## config.mk

```make
export PLATFORM = sky130hd
export DESIGN_NAME = ncc_result_tx
export DESIGN_NICKNAME = d
export VERILOG_FILES = /design/src/rtl/ncc_result_tx.sv
export SDC_FILE = /design/constraint.sdc
export NUM_CORES = 1
export LEC_CHECK = 0
export ABC_AREA = 1
export ABC_CLOCK_PERIOD_IN_PS = 6670
export BUFFER_PORTS_ARGS = -buffer_cell sky130_fd_sc_hd__buf_2
export CORE_UTILIZATION = 40
export DETAILED_ROUTE_END_ITERATION = 6
export PLACE_DENSITY = 0.61
export SETUP_SLACK_MARGIN = 0.1
export SLEW_MARGIN = 20
export SYNTH_ARGS = -nofsm -noshare
export SYNTH_HDL_FRONTEND = slang
export SYNTH_SLANG_ARGS = --single-unit
```

## constraint.sdc

```tcl
create_clock -name clk -period 6.67 [get_ports clk]
set_clock_uncertainty 0.15 [all_clocks]
set_input_delay 0.667 -clock clk [delete_from_list [all_inputs] [get_ports clk]]
set_output_delay 0.667 -clock clk [all_outputs]
set_load 0.1 [all_outputs]
```

## src/rtl/ncc_result_tx.sv

```systemverilog
// ncc_result_tx: FIFO-buffered NCC results (res* in) serialized as 10-byte checksummed frames on the pciOut byte stream (clk, rst active-low sync)
module ncc_result_tx #(
  parameter int fifoDepth = 4,
  parameter int coordWidth = 10
) (
  input  logic                  clk,
  input  logic                  rst,
  input  logic                  resValid,
  output logic                  resReady,
  input  logic [31:0]           resScore,
  input  logic [coordWidth-1:0] resX,
  input  logic [coordWidth-1:0] resY,
  output logic [7:0]            pciOut,
  output logic                  pciOutValid,
  input  logic                  pciOutReady,
  output logic [15:0]           frameCount,
  output logic                  busy
);
  localparam int aw = $clog2(fifoDepth);
  localparam int ew = 32 + 2 * coordWidth;
  typedef enum logic {IDLE, SEND} state_t;
  state_t state, state_nx;
  logic [ew-1:0] mem [fifoDepth];
  logic [aw-1:0] wr_ptr, rd_ptr;
  logic [aw:0] count;
  logic full, empty, push, pop, adv, done;
  logic [ew-1:0] head;
  logic [31:0] h_score, f_score;
  logic [15:0] h_x, h_y, f_x, f_y;
  logic [7:0] h_csum, f_csum;
  logic [3:0] idx, idx_nx;
  logic [7:0] fb [10];
  assign full = count == (aw + 1)'(fifoDepth);
  assign empty = count == '0;
  assign resReady = rst && !full;
  assign push = resValid && resReady;
  assign busy = !empty || state == SEND;
  assign head = mem[rd_ptr];
  assign h_score = head[ew-1 -: 32];
  assign h_x = 16'(head[2*coordWidth-1 -: coordWidth]);
  assign h_y = 16'(head[coordWidth-1:0]);
  assign h_csum = h_score[31:24] ^ h_score[23:16] ^ h_score[15:8] ^ h_score[7:0]
                ^ h_x[15:8] ^ h_x[7:0] ^ h_y[15:8] ^ h_y[7:0];
  assign fb[0] = 8'hA5;
  assign fb[1] = f_score[31:24];
  assign fb[2] = f_score[23:16];
  assign fb[3] = f_score[15:8];
  assign fb[4] = f_score[7:0];
  assign fb[5] = f_x[15:8];
  assign fb[6] = f_x[7:0];
  assign fb[7] = f_y[15:8];
  assign fb[8] = f_y[7:0];
  assign fb[9] = f_csum;
  assign idx_nx = idx + 4'd1;
  always_comb begin
    state_nx = state;
    pop = 1'b0;
    adv = 1'b0;
    done = 1'b0;
    if (state == IDLE) begin
      pop = !empty;
      state_nx = empty ? IDLE : SEND;
    end else if (pciOutValid && pciOutReady) begin
      adv = idx != 4'd9;
      done = idx == 4'd9;
      pop = done && !empty;
      state_nx = (done && empty) ? IDLE : SEND;
    end
  end
  always_ff @(posedge clk)
    if (push) mem[wr_ptr] <= {resScore, resX, resY};
  always_ff @(posedge clk) begin
    if (!rst) begin
      state <= IDLE;
      wr_ptr <= '0;
      rd_ptr <= '0;
      count <= '0;
      idx <= '0;
      pciOut <= '0;
      pciOutValid <= 1'b0;
      frameCount <= '0;
      f_score <= '0;
      f_x <= '0;
      f_y <= '0;
      f_csum <= '0;
    end else begin
      state <= state_nx;
      wr_ptr <= wr_ptr + aw'(push);
      rd_ptr <= rd_ptr + aw'(pop);
      count <= count + (aw + 1)'(push) - (aw + 1)'(pop);
      frameCount <= frameCount + 16'(done);
      if (pop) begin
        f_score <= h_score;
        f_x <= h_x;
        f_y <= h_y;
        f_csum <= h_csum;
        idx <= '0;
        pciOut <= 8'hA5;
        pciOutValid <= 1'b1;
      end else if (adv) begin
        idx <= idx_nx;
        pciOut <= fb[idx_nx];
      end else if (done) begin
        idx <= '0;
        pciOutValid <= 1'b0;
      end
    end
  end
endmodule

```

==> impl_results.md, run 1 <==
- Outcome: finished clean
- Cells along the critical path: buf_4, ha_1, nand2_1, nor2_1, inv_1, o21ai_2, nand2_1, inv_2, ha_1, inv_1, ha_1, fa_1, inv_1, o21ai_0, a21oi_1
- Hold Path Sink: mem[1][49]
- Final Hold Fails: 0
- Iter 0 DRT Violations: slightly below 600
- Largest stage delay, worst path: about 0.80 ns
- CP bufs+invs: 5
- Leak pwr: 0.00610 µW
- Worst flop-to-flop path endpoint: count[2]
- TNS Setup: 0 ns
- First-pass GRT wire length: 47500 µm
- # Post-CTS Setup Buffers: 0
- Slew margin rel.: roughly 37%
- Met3 wire len: 1470 µm
- Max VDD drop: 0.208 mV
- Internal power consumption: between 3000 and 4000 µW
- Commonest cells after routing, fill and taps aside: nand2_1 (451), edfxtp_1 (208), nand3_1 (104)
- Comb pwr share: around a third
- Fmax: 260 MHz
- Mapped Nets: 1464
- Number of global-route vias before repair: between 8000 and 9000
- Ys async rst share: 0%
- R2r worst-path depth: 15
- I/O Buffers: 82
- Gr usage total: a little under a fifth
- Metal-1 WL: 14000 µm
- Worst Setup Path Type: register to register
- Yosys cell types: 44
- Clock transition at path regs: ~0.06 ns
- Post-synth EDFFs: approximately 210
- Final net count: 1528
- CORE AREA: roughly 33000 µm²
- Synth top area share: between 40% and 50%
- Crit Path Max Fanout: 55
- Routed vias: 9582
- CTS resizes: 0
- Drt via density: 4.96
- Clk_lat worst skew: approximately 0.52 ns
- Commonest non-fill, non-tap cell in the layout: nand2_1
- Die span in y: between 150 and 200 µm
- DR DRC count: 0
- Area of the multi-input gates: 4270 µm²
- P&R area growth vs syn: 13.0%
- Sequential share of the synthesized area: about three fifths
- H-tree Lvls: 2
- Top Family by Delay on Critical Path: buffers and inverters
- Prevailing post-synth register cell: edfxtp_1
- Post-synth top area cell: edfxtp_1
- Min cycle time layout: 3.84 ns
- Yosys warns: 0
- Sequential share of power: 39.8%
- Total area of sequential cells: approximately 8200 µm²
- Switching Share: 37.1%
- Pre-Repair DR Iteration Count: 5
- Post-Route WL: between 30000 and 40000 µm
- Crit path required time: 6.96 ns
- Hold Slack: approximately 0.21 ns
- Layout fillers: between 3000 and 4000
- Largest net degree at the start of global routing: between 100 and 150
- Power Dens Cells: approximately 400 nW/µm²
- Hold Buf Count CTS: 0
- Fin cells: 1931
- Max-cap violations: 0
- # rows: 66
- Setup slack, reg-to-reg: ~2.8 ns
- Initial antenna violation count: 0
- NetSw: between 2000 and 2500 µW
- Worst-Margin Slew: about 0.95 ns
- Hold Crit Start: resScore[29]
- Synth area leaders: edfxtp_1 (47%), dfxtp_1 (15%), nand2_1 (13%), nand3_1 (3.9%), o21ai_0 (3.7%)
- Post-Place Cells: 1868
- GR Overflow Total: 0
- CTS tree: yes
- CTS buffer count: 35
- CTS Sinks: 305
- Crit share post-route: ~58%
- Hold crit path type: input pin to register
- Bufs on Longest Clock Path: 3
- Fraction of layout instances using a drive strength above 1: 10.6%
- CP startpoint kind: register
- Synthesized flop and latch total: 305
- Crit end category: register
- Mean Syn Cell Area: approximately 9.5 µm²
- Clk root buf: clkbuf_16
- Clock power share: between 20% and 30%
- Final core occ: 45.9%
- Final HPWL DP: about 18000 µm
- Starting Density: roughly two fifths
- Top routing layer in use: met4
- Post-route ant nets: 0
- Routed wire length per instance: around 16 µm
- RSZ-0062 raised after global routing: false
- Crit path arrival time: roughly 4.1 ns
- Metal2 WL: 14200 µm
- Synth Instances: around 1400
- Die area: roughly 34000 µm²
- Cell area after synthesis: approximately 13000 µm²
- Die W: 184 µm
- Setup violators final: 0
- Hold depth: 1
- Worst path slowest cell: inv_2
- Routability congestion estimate: 0.802
- Top Ports: just over 80
- Max Slew Vio Count: 0
- Ant. Diodes: 0
- Worst r2r src: idx[0]
[layer usage]
metal  vias to the layer above  GRT usage (%)
li1                       4845              -
met1                      4488           24.5
met2                       202           29.9
met3                        47           2.83
met4                         0           5.13
met5                         -              0
[worst max-delay path by stage]
stage                     depth (start not counted)         to   start
after floorplan                                   4  mem[0][0]     rst
after global placement                           14   count[1]  idx[0]
after detailed placement                         14   count[1]  idx[0]
after CTS                                        14   count[1]  idx[0]
after global routing                             14   count[1]  idx[0]
final                                            15   count[2]  idx[0]
[stage by stage]
stage                     total power [µW]  setup WS [ns]  area [µm²]
final                                 6160           2.83       14900
after global routing                  6560           2.50       14900
after CTS                             6210           2.86       14900
after detailed placement              4430           2.85       13900
after global placement                4390           2.90       13900
after floorplan                       3990         -0.410       13200
[state kept, by name, indices dropped and copies added (netlist names)]
signal and cells:
mem 208, f_score 32, frameCount 16, f_x 10, f_y 10, f_csum 8
pciOut 8, idx 4, count 3, rd_ptr 2, wr_ptr 2, pciOutValid 1
state 1
[logic make-up (layout without fill, tap and decap cells)]
kind of cell / Yosys count / in the layout / share of synthesized area, %
AOI/OAI and AO/OA: 232 / 232 / 9.37
xor gates and xnor gates: 12 / 12 / 0.851
adders and majority gates: 9 / 9 / 0.908
buffers and inverters: 167 / 257 / 5.99
DFF: 305 / 305 / 61.9
muxes: 4 / 4 / 0.312
and+or+nand+nor: 670 / 670 / 20.7
[power groups by stage]
| stage | logic (µW) | registers, µW | clock network [µW] |
|---|---|---|---|
| after floorplan | 1490 | 2500 | 0 |
| after global placement | 1900 | 2490 | 0 |
| after detailed placement | 1940 | 2490 | 0 |
| after CTS | 1950 | 2460 | 1800 |
| after global routing | 2200 | 2480 | 1880 |
| final | 1940 | 2460 | 1770 |
[Yosys cell counts (2+ instances only)]
| library cell | number |
|---|---|
| nand2_1 | 451 |
| edfxtp_1 | 208 |
| nand3_1 | 104 |
| o21ai_0 | 98 |
| dfxtp_1 | 97 |
| inv_1 | 95 |
| a21oi_1 | 93 |
| nor2_1 | 80 |
| buf_2 | 26 |
| clkbuf_1 | 17 |
| o21ai_1 | 14 |
| buf_6 | 11 |
| nand4_1 | 10 |
| buf_4 | 9 |
| o211ai_1 | 9 |
| ha_1 | 8 |
| nor3_1 | 7 |
| nand3b_1 | 6 |
| xnor2_1 | 6 |
| xor2_1 | 5 |
| a31oi_1 | 4 |
| or2_0 | 4 |
| inv_2 | 3 |
| mux2i_1 | 3 |
| o221ai_1 | 3 |
| or2_2 | 3 |
| a211oi_1 | 2 |
| a21oi_2 | 2 |
| a22oi_1 | 2 |
| buf_1 | 2 |
| clkinv_1 | 2 |
| nor2_2 | 2 |
| o21bai_1 | 2 |
[final cells by class]
type,count,area share [%]
inverter,101,2.57
timing repair buffer,93,3.30
clock buffer,52,6.35
clock inverter,11,0.720
sequential,305,54.8
tap,442,3.70
multi-input combinational,927,28.5
(Power assumes the default switching activity.)
==> inputs of run 2 (changes only) <==
- ABC_CLOCK_PERIOD_IN_PS: 6670 -> 3510
- PLACE_DENSITY: 0.61 -> 0.64
- clock period: 6.67 -> 3.51 ns (I/O delays scaled with it)
==> run 2 against run 1 <==
Compared with the run above:
- clock power increased by 97%
- final area increased by 4.9%
- combinational power increased by 99%
- largest cell class unchanged
- power increased by 93%
- die area unchanged
- critical path depth increased by 2
- flip-flop and latch count unchanged
- final cell count increased by 3.1%
- largest power group unchanged
- core utilization increased by 2.3 points
- register-to-register slack got worse by 1.9 ns
==> impl_results.md, run 2 (synthesis results as in run 1) <==
- Outcome: finished clean (unchanged)
- Setup slack, reg-to-reg: 0.92 ns (was 2.83 ns)
- Clk_lat worst skew: 0.50 ns (was 0.52 ns)
- Crit Path Max Fanout: 4 (was 55)
- CTS resizes: 0 (unchanged)
- Top Ports: 83 (unchanged)
- Die span in y: 184 µm (unchanged)
- Fraction of layout instances using a drive strength above 1: 11.2% (was 10.6%)
- Pre-Repair DR Iteration Count: 5 (unchanged)
- Area post-placement: 14100 µm² (was 13900 µm²)
- RSZ-0062 raised after global routing: false (unchanged)
- CORE AREA: 32500 µm² (unchanged)
- First-pass GRT wire length: 49700 µm (was 47500 µm)
- Worst flop-to-flop path endpoint: frameCount[14] (was count[2])
- Max VDD drop: 0.402 mV (was 0.208 mV)
- Worst r2r src: idx[1] (was idx[0])
- # rows: 66 (unchanged)
- CTS tree: yes (unchanged)
- Final instance area: 15700 µm² (was 14900 µm²)
- Hold crit path type: input pin to register (unchanged)
- Worst Setup EP: frameCount[14] (was count[2])
- Post-route ant nets: 0 (unchanged)
- Setup violators final: 0 (unchanged)
- Max Slew Vio Count: 0 (unchanged)
- Worst Setup Path Type: register to register (unchanged)
- Fmax: 387 MHz (was 260 MHz)
- Crit end category: register (unchanged)
- Initial antenna violation count: 0 (unchanged)
- Drt via density: 5.02 (was 4.96)
- Area of the multi-input gates: 4300 µm² (was 4270 µm²)
- Crit share post-route: 73.6% (was 57.6%)
- Registers with the most flip-flops: mem: 208 flops, f_score: 32 flops, frameCount: 16 flops (unchanged)
- Gr usage total: 18.8% (was 18.1%)
- Max-cap violations: 0 (unchanged)
- Bufs on Longest Clock Path: 3 (unchanged)
- Leak pwr: 0.00643 µW (was 0.00610 µW)
- Post-Route WL: 30900 µm (was 30300 µm)
- Worst setup path start: idx[1] (was idx[0])
- Final HPWL DP: 19000 µm (was 18400 µm)
- Die area: 33800 µm² (unchanged)
- Crit path arrival time: 2.82 ns (was 4.13 ns)
- Total area of sequential cells: 8190 µm² (unchanged)
- Max reg flops: 208 (unchanged)
- Clock transition at path regs: 0.06 ns (about the same)
- Starting Density: 40.6% (unchanged)
- Layout fillers: 3067 (was 3119)
- Cells along the critical path: inv_1, ha_1, nand2_1, nor2_1, inv_1, nor2_1, ha_1, ha_1, nand2_1, inv_1, nand4_1, nor2_1, nand3_1, nor2_1, nand3_1, o21ai_0, a21oi_1 (was buf_4, ha_1, nand2_1, nor2_1, inv_1, o21ai_2, nand2_1, inv_2, ha_1, inv_1, ha_1, fa_1, inv_1, o21ai_0, a21oi_1)
- GR Overflow Total: 0 (unchanged)
- Slew margin rel.: 37.8% (was 36.6%)
- Power Dens Cells: 759 nW/µm² (was 412 nW/µm²)
- CTS buffer count: 34 (was 35)
- Commonest non-fill, non-tap cell in the layout: nand2_1 (unchanged)
- Final net count: 1589 (was 1528)
- Clk root buf: clkbuf_16 (unchanged)
- Commonest cells after routing, fill and taps aside: nand2_1 (450), edfxtp_1 (208), nand3_1 (104) (was nand2_1 (451), edfxtp_1 (208), nand3_1 (104))
- Crit path top cell by count: nor2_1
- CP startpoint kind: register (unchanged)
- Worst path slowest cell: dfxtp_1 (was inv_2)
- Final Hold Fails: 0 (unchanged)
- Final WS setup: 0.925 ns (was 2.83 ns)
- P&R area growth vs syn: 18.6% (was 13.0%)
- CTS Sinks: 305 (unchanged)
- Crit path required time: 3.75 ns (was 6.96 ns)
- Number of global-route vias before repair: 9558 (was 8895)
- DR DRC count: 0 (unchanged)
- Routability congestion estimate: 0.818 (was 0.802)
- Routed wire length per instance: 15.5 µm (was 15.7 µm)
- Largest net degree at the start of global routing: 116 (was 109)
- I/O Buffers: 82 (unchanged)
- Die W: 184 µm (unchanged)
- Largest stage delay, worst path: 0.34 ns (was 0.80 ns)
- Routed vias: 9993 (was 9582)
- R2r worst-path depth: 17 (was 15)
- H-tree Lvls: 2 (unchanged)
- Biggest register: mem (unchanged)
- Min cycle time layout: 2.59 ns (was 3.84 ns)
- Ant. Diodes: 0 (unchanged)
- TNS Setup: 0 ns (unchanged)
- Iter 0 DRT Violations: 731 (was 581)
- Placement Setup Slack: 0.924 ns (was 2.85 ns)
- Worst-Margin Slew: 0.934 ns (was 0.948 ns)
[run 2: cell count changes in the layout (fill, tap and decap cells not counted), moves of 2 or more]
cell,delta
nor3_2,-4
nor3_4,+4
clkinv_4,+2
clkinv_8,-2
dlygate4sd3_1,+52
buf_12,+4
buf_4,+7
clkbuf_8,+2
clkbuf_1,-7
[run 2: worst max-delay path: cells and delay by family (launching register included)]
kind            cells  cell delay, ns
compound gates      2            0.20
fa+ha+maj           3            0.48
simple gates        9            1.06
flops               1            0.34
buf+inv             3            0.26
[run 2: layout make-up]
type                       count  share of cell area, %
tap                          442                   3.53
sequential                   305                   52.3
clock inverter                13                  0.814
inverter                     101                   2.45
multi-input combinational    927                   27.5
clock buffer                  48                   6.22
timing repair buffer         155                   7.28
[run 2: power breakdown]
part	switching, µW	internal (µW)
registers	224	4330
logic	2700	1160
clock network	1390	2100
total	4310	7590
[run 2: repair_timing]
item,4_1_cts,5_1_grt
setup buffers,0,0
hold buffers,52,0
endpoints found under the hold margin,208,0
[run 2: worst min-delay path by stage]
| stage | depth (start not counted) | endpoint | slack [ns] | startpoint |
|---|---|---|---|---|
| 2_1_floorplan | 2 | f_score[11] | 0.27 | f_score[11] |
| 3_3_place_gp | 2 | f_score[11] | 0.28 | f_score[11] |
| 3_5_place_dp | 2 | f_score[11] | 0.28 | f_score[11] |
| 4_1_cts | 4 | state | 0.11 | pciOutReady |
| 5_1_grt | 4 | state | 0.14 | pciOutReady |
| 6_report | 4 | state | 0.13 | pciOutReady |
[run 2: metal layers]
metal	vias to the layer above	track usage, %	wire length [µm]
met5	-	0	0
met3	52	2.54	1580
met2	243	32.4	15100
met4	0	5.73	615
li1	4965	-	-
met1	4733	24.5	13600
[run 2: metrics by stage]
step | util (%) | total power, µW | hold slack, ns | std cells
4_1_cts | 48.2 | 12000 | 0.113 | 1991
3_3_place_gp | 43.2 | 8360 | 0.279 | 1878
3_5_place_dp | 43.2 | 8450 | 0.285 | 1878
5_1_grt | 48.2 | 12700 | 0.144 | 1991
2_1_floorplan | - | 7580 | 0.270 | 1399
6_report | 48.2 | 11900 | 0.125 | 1991
